==> config.mk <==
export PLATFORM = sky130hd
export DESIGN_NAME = cordic_vector_phase
export DESIGN_NICKNAME = d
export VERILOG_FILES = /design/src/rtl/cordic_vector_phase.sv
export SDC_FILE = /design/constraint.sdc
export NUM_CORES = 2
export LEC_CHECK = 0
export ABC_AREA = 1
export ABC_CLOCK_PERIOD_IN_PS = 39400
export BUFFER_PORTS_ARGS = -buffer_cell sky130_fd_sc_hd__buf_2
export CAP_MARGIN = 15
export CELL_PAD_IN_SITES_DETAIL_PLACEMENT = 1
export CELL_PAD_IN_SITES_GLOBAL_PLACEMENT = 1
export CORE_ASPECT_RATIO = 1.75
export CORE_MARGIN = 2
export CORE_UTILIZATION = 50
export CTS_CLUSTER_DIAMETER = 150
export DETAILED_ROUTE_END_ITERATION = 7
export PLACE_DENSITY_LB_ADDON = 0.1
export SLEW_MARGIN = 5
export SYNTH_ARGS = -nofsm -noshare
export SYNTH_HDL_FRONTEND = slang
export SYNTH_SLANG_ARGS = --single-unit
==> constraint.sdc <==
create_clock -name clock -period 39.4 [get_ports clock]
set_input_delay 7.88 -clock clock [delete_from_list [all_inputs] [get_ports clock]]
set_output_delay 7.88 -clock clock [all_outputs]
set_load 0.05 [all_outputs]
==> src/rtl/cordic_vector_phase.sv <==
// Pipelined vectoring-mode CORDIC: converts an (i,q) sample into its phase
// in degrees (9.7 format, 0..<360) and its gain-scaled magnitude.
module cordic_vector_phase #(
  parameter int ITER = 16
) (
  input  logic        clock,
  input  logic        resest,
  input  logic [13:0] i_in,
  input  logic [13:0] q_in,
  input  logic        in_valid,
  output logic [15:0] phase_o,
  output logic [15:0] mag_o,
  output logic        out_valid
);

  localparam logic signed [25:0] Z_180      = 26'sd11796480;
  localparam logic signed [25:0] Z_360      = 26'sd23592960;
  localparam logic [15:0]        PHASE_FULL = 16'd46080;

  // Same angle table as the rotation-mode NCO so both blocks agree on scale.
  localparam logic signed [25:0] ROT_TAB [0:15] = '{
    26'sd2949120, 26'sd1740992, 26'sd919872, 26'sd466944,
    26'sd234368,  26'sd117312,  26'sd58688,  26'sd29312,
    26'sd14656,   26'sd7360,    26'sd3648,   26'sd1856,
    26'sd896,     26'sd448,     26'sd256,    26'sd128
  };

  logic signed [17:0] x_q [0:ITER];
  logic signed [17:0] x_d [0:ITER];
  logic signed [17:0] y_q [0:ITER];
  logic signed [17:0] y_d [0:ITER];
  logic signed [25:0] z_q [0:ITER];
  logic signed [25:0] z_d [0:ITER];
  logic               v_q [0:ITER];
  logic               v_d [0:ITER];
  logic               zero_q [0:ITER];
  logic               zero_d [0:ITER];

  logic [15:0] phase_q, phase_d;
  logic [15:0] mag_q, mag_d;
  logic        out_valid_q, out_valid_d;

  logic signed [17:0] i_ext, q_ext;
  logic signed [25:0] z_wrap;
  logic [26:0]        z_round;
  logic [15:0]        phase_new;
  logic [15:0]        mag_new;

  always_comb begin
    i_ext = {{2{i_in[13]}}, i_in, 2'b00};
    q_ext = {{2{q_in[13]}}, q_in, 2'b00};

    // Fold the left half-plane onto the right so the micro-rotations only
    // ever have to cover -90..+90 degrees; -8192 negates cleanly in 18 bits.
    if (i_in[13]) begin
      x_d[0] = -i_ext;
      y_d[0] = -q_ext;
      z_d[0] = Z_180;
    end else begin
      x_d[0] = i_ext;
      y_d[0] = q_ext;
      z_d[0] = '0;
    end
    v_d[0]    = in_valid;
    zero_d[0] = (i_in == 14'd0) && (q_in == 14'd0);

    for (int k = 0; k < ITER; k++) begin
      v_d[k+1]    = v_q[k];
      zero_d[k+1] = zero_q[k];
      if (!y_q[k][17]) begin
        x_d[k+1] = x_q[k] + (y_q[k] >>> k);
        y_d[k+1] = y_q[k] - (x_q[k] >>> k);
        z_d[k+1] = z_q[k] + ROT_TAB[k];
      end else begin
        x_d[k+1] = x_q[k] - (y_q[k] >>> k);
        y_d[k+1] = y_q[k] + (x_q[k] >>> k);
        z_d[k+1] = z_q[k] - ROT_TAB[k];
      end
    end

    z_wrap    = z_q[ITER][25] ? (z_q[ITER] + Z_360) : z_q[ITER];
    z_round   = {1'b0, z_wrap} + 27'd256;
    phase_new = 16'(z_round >> 9);
    mag_new   = 16'(x_q[ITER] >>> 2);

    phase_d     = phase_q;
    mag_d       = mag_q;
    out_valid_d = v_q[ITER];
    // A zero vector never steers y negative, so its z is meaningless.
    if (v_q[ITER]) begin
      phase_d = (zero_q[ITER] || (phase_new == PHASE_FULL)) ? 16'd0 : phase_new;
      mag_d   = mag_new;
    end
  end

  always_ff @(posedge clock or posedge resest) begin
    if (resest) begin
      for (int k = 0; k <= ITER; k++) begin
        x_q[k]    <= '0;
        y_q[k]    <= '0;
        z_q[k]    <= '0;
        v_q[k]    <= 1'b0;
        zero_q[k] <= 1'b0;
      end
      phase_q     <= '0;
      mag_q       <= '0;
      out_valid_q <= 1'b0;
    end else begin
      for (int k = 0; k <= ITER; k++) begin
        x_q[k]    <= x_d[k];
        y_q[k]    <= y_d[k];
        z_q[k]    <= z_d[k];
        v_q[k]    <= v_d[k];
        zero_q[k] <= zero_d[k];
      end
      phase_q     <= phase_d;
      mag_q       <= mag_d;
      out_valid_q <= out_valid_d;
    end
  end

  assign phase_o   = phase_q;
  assign mag_o     = mag_q;
  assign out_valid = out_valid_q;

endmodule

==> metrics.csv <==
metric,value,unit
outcome,"complete, no violations",
Critical path destination,y_q[187],
worst path required time,40.17,ns
hold buffer count at CTS,0,
Clock Tree Buf Depth,3,
Initial Util,0.5035,
final setup vio count,0,
vias in the first global route,66360,
synthesized cell area,67730,um2
crit share post-route,0.2941,
die area,138500,um2
synth unique cells,56,
sequential fraction of the synthesis area,0.3432,
Hold Path Stages,0,
reg-to-reg endpoint,y_q[176],
CTS tree,done,
nature of the critical path startpoint,input port,
placed inst area,70300,um2
Synth top cells by count,"1484 x nand2_1, 974 x a21oi_1, 929 x dfrtp_1",
TNS Setup,0,ns
#FFs+latches synth,929,
Slew @ Worst Pin,1.102,ns
unrepaired setup endpoints after global routing,false,
ratio of cells with drive above 1 in the final layout,0.03644,
CP startpoint,resest,
largest net degree at the start of global routing,99,
Cells after Synth,8244,
synthesized area per cell,8.215,um2
DRC,0,
first-pass GRT wire length,349.1,mm
clk root buf,clkbuf_16,
post-cts resize count,0,
die width,282.2,um
cells on worst reg2reg path,12,
most frequent cell after synthesis,nand2_1,
CP Data Arrival Time,12.36,ns
Worst Skew,0.03994,ns
routed via count,58860,
top post-synthesis cells by area,"dfrtp_1 34%, ha_1 15%, xor2_1 9.4%",
DP HPWL,185.0,mm
Post-CTS Setup Inserts,0,
GR Util All Layers,0.3261,
worst-path fanout max,98,
commonest register cell after synthesis,dfrtp_1,
GRT overflow,0,
WS Path Type,input port to asynchronous set/reset pin,
Clock Sinks,929,
Critical R2R Launch,y_q[197],
Num CTS Buffers,95,
max_cap viols,0,
Slew HR,0.2643,
initial antenna violation count,6,
drt wl/cell,21.96,um
Post-synth EDFFs,0,
Core Box Area,134500,um2
Worst Hold Class,register to register,
"Hold Vio Cnt, Final",0,
clock latency on the worst-skew pair,0.74,ns
I/O pin cnt,64,
synth-to-layout area growth,8.622,%
DRT antenna net count,0,
Synth top area share,0.3432,
Yosys Warn Count,0,
Post-Place Worst Slack,26.47,ns
post-synth top area cell,dfrtp_1,
final WL,225.2,mm
nets,9280,
Iteration-0 DRC Markers,2132,
endpoint type of the worst setup path,asynchronous set/reset pin,
drt pass-1 iters,5,
"Async S/R FF share, synth",1.000,
GPL Wtd Cong,1.010,
FMAX,86.30,MHz
Site Rows,178,
clk slew on worst S/H paths,0.06,ns
via/cell ratio,5.738,
Worst R2R Setup Slack,35.20,ns
min Tclk post-route,11.59,ns
max-slew violation count,0,
Die Ht,490.9,um
Finished Cell Area,73570,um2
H-tree depth,3,
Setup WS post-layout,27.81,ns
port bufs,63,
flip-flops by register name, summed over array words and instances, names as in the netlist:
name / flops
mag_new: 16
mag_o: 16
out_valid: 1
out_valid_d: 1
phase_o: 16
v_d: 16
x_q: 281
y_q: 268
z_q: 297
zero_d: 16
zero_q: 1
kinds of logic (layout without fill, tap and decap cells):
logic type | after synthesis | after routing | synth area share
other | 2 | 8 | 0.0001109
AOI/OAI and AO/OA | 1795 | 1795 | 0.1419
adders and majority gates | 873 | 873 | 0.1660
and+or+nand+nor | 2849 | 2849 | 0.1769
DFF | 929 | 929 | 0.3432
buffers and inverters | 824 | 1032 | 0.04606
xor gates and xnor gates | 972 | 972 | 0.1258
layout by cell type (no fill, tap or decap), drive strengths merged, types with 126 or more instances in the layout:
master  instances
inv           750
ha            830
nor2          652
a21oi         974
nand2        1489
xor2          731
o21ai         561
xnor2         241
clkbuf        126
dfrtp         929
nor3          159
nand3         374
critical path, cell delays in order:
cell and delay [ns]:
buf_2 0.13, inv_8 0.45, buf_4 0.75, buf_4 0.71
buf_4 0.83, buf_4 0.64, buf_4 0.67
per-stage QoR:
stage / std cells / utilization / hold slack [ns]
floorplan: 8245 / - / 0.3312
global placement: 10080 / 0.5226 / 0.3313
detailed placement: 10080 / 0.5226 / 0.3356
CTS: 10250 / 0.5464 / 0.3476
global route: 10250 / 0.5468 / 0.3543
finish: 10260 / 0.5469 / 0.3439
layer usage:
| layer | GRT usage | vias to the layer above | share of wire |
|---|---|---|---|
| met1 | 0.2436 | 28850 | 0.29 |
| li1 | - | 27990 | - |
| met2 | 0.6654 | 1136 | 0.58 |
| met5 | 0 | - | 0.000058 |
| met4 | 0.3213 | 2 | 0.11 |
| met3 | 0.04070 | 887 | 0.024 |
final cells by class:
| class | count | area (um2) |
|---|---|---|
| fillers | 16520 | 60950 |
| multi-input cells | 6492 | 41360 |
| flip-flops and latches | 929 | 23250 |
| inverters | 755 | 2841 |
| clock buffers | 126 | 2698 |
| well taps | 1800 | 2252 |
| repair buffers | 103 | 648.1 |
| clock inverters | 48 | 503.0 |
| diodes | 5 | 12.51 |
worst min-delay path by stage:
stage	endpoint	slack, ns	from
floorplan	out_valid_d	0.33	v_d[0]
global placement	z_q[322]	0.33	z_q[348]
detailed placement	zero_q[0]	0.34	zero_d[0]
CTS	v_d[12]	0.35	v_d[13]
global route	zero_d[14]	0.35	zero_d[15]
finish	v_d[12]	0.34	v_d[13]
Power is not shown: default switching activity piles up to over one toggle a cycle in this logic, so the estimate is an artifact.
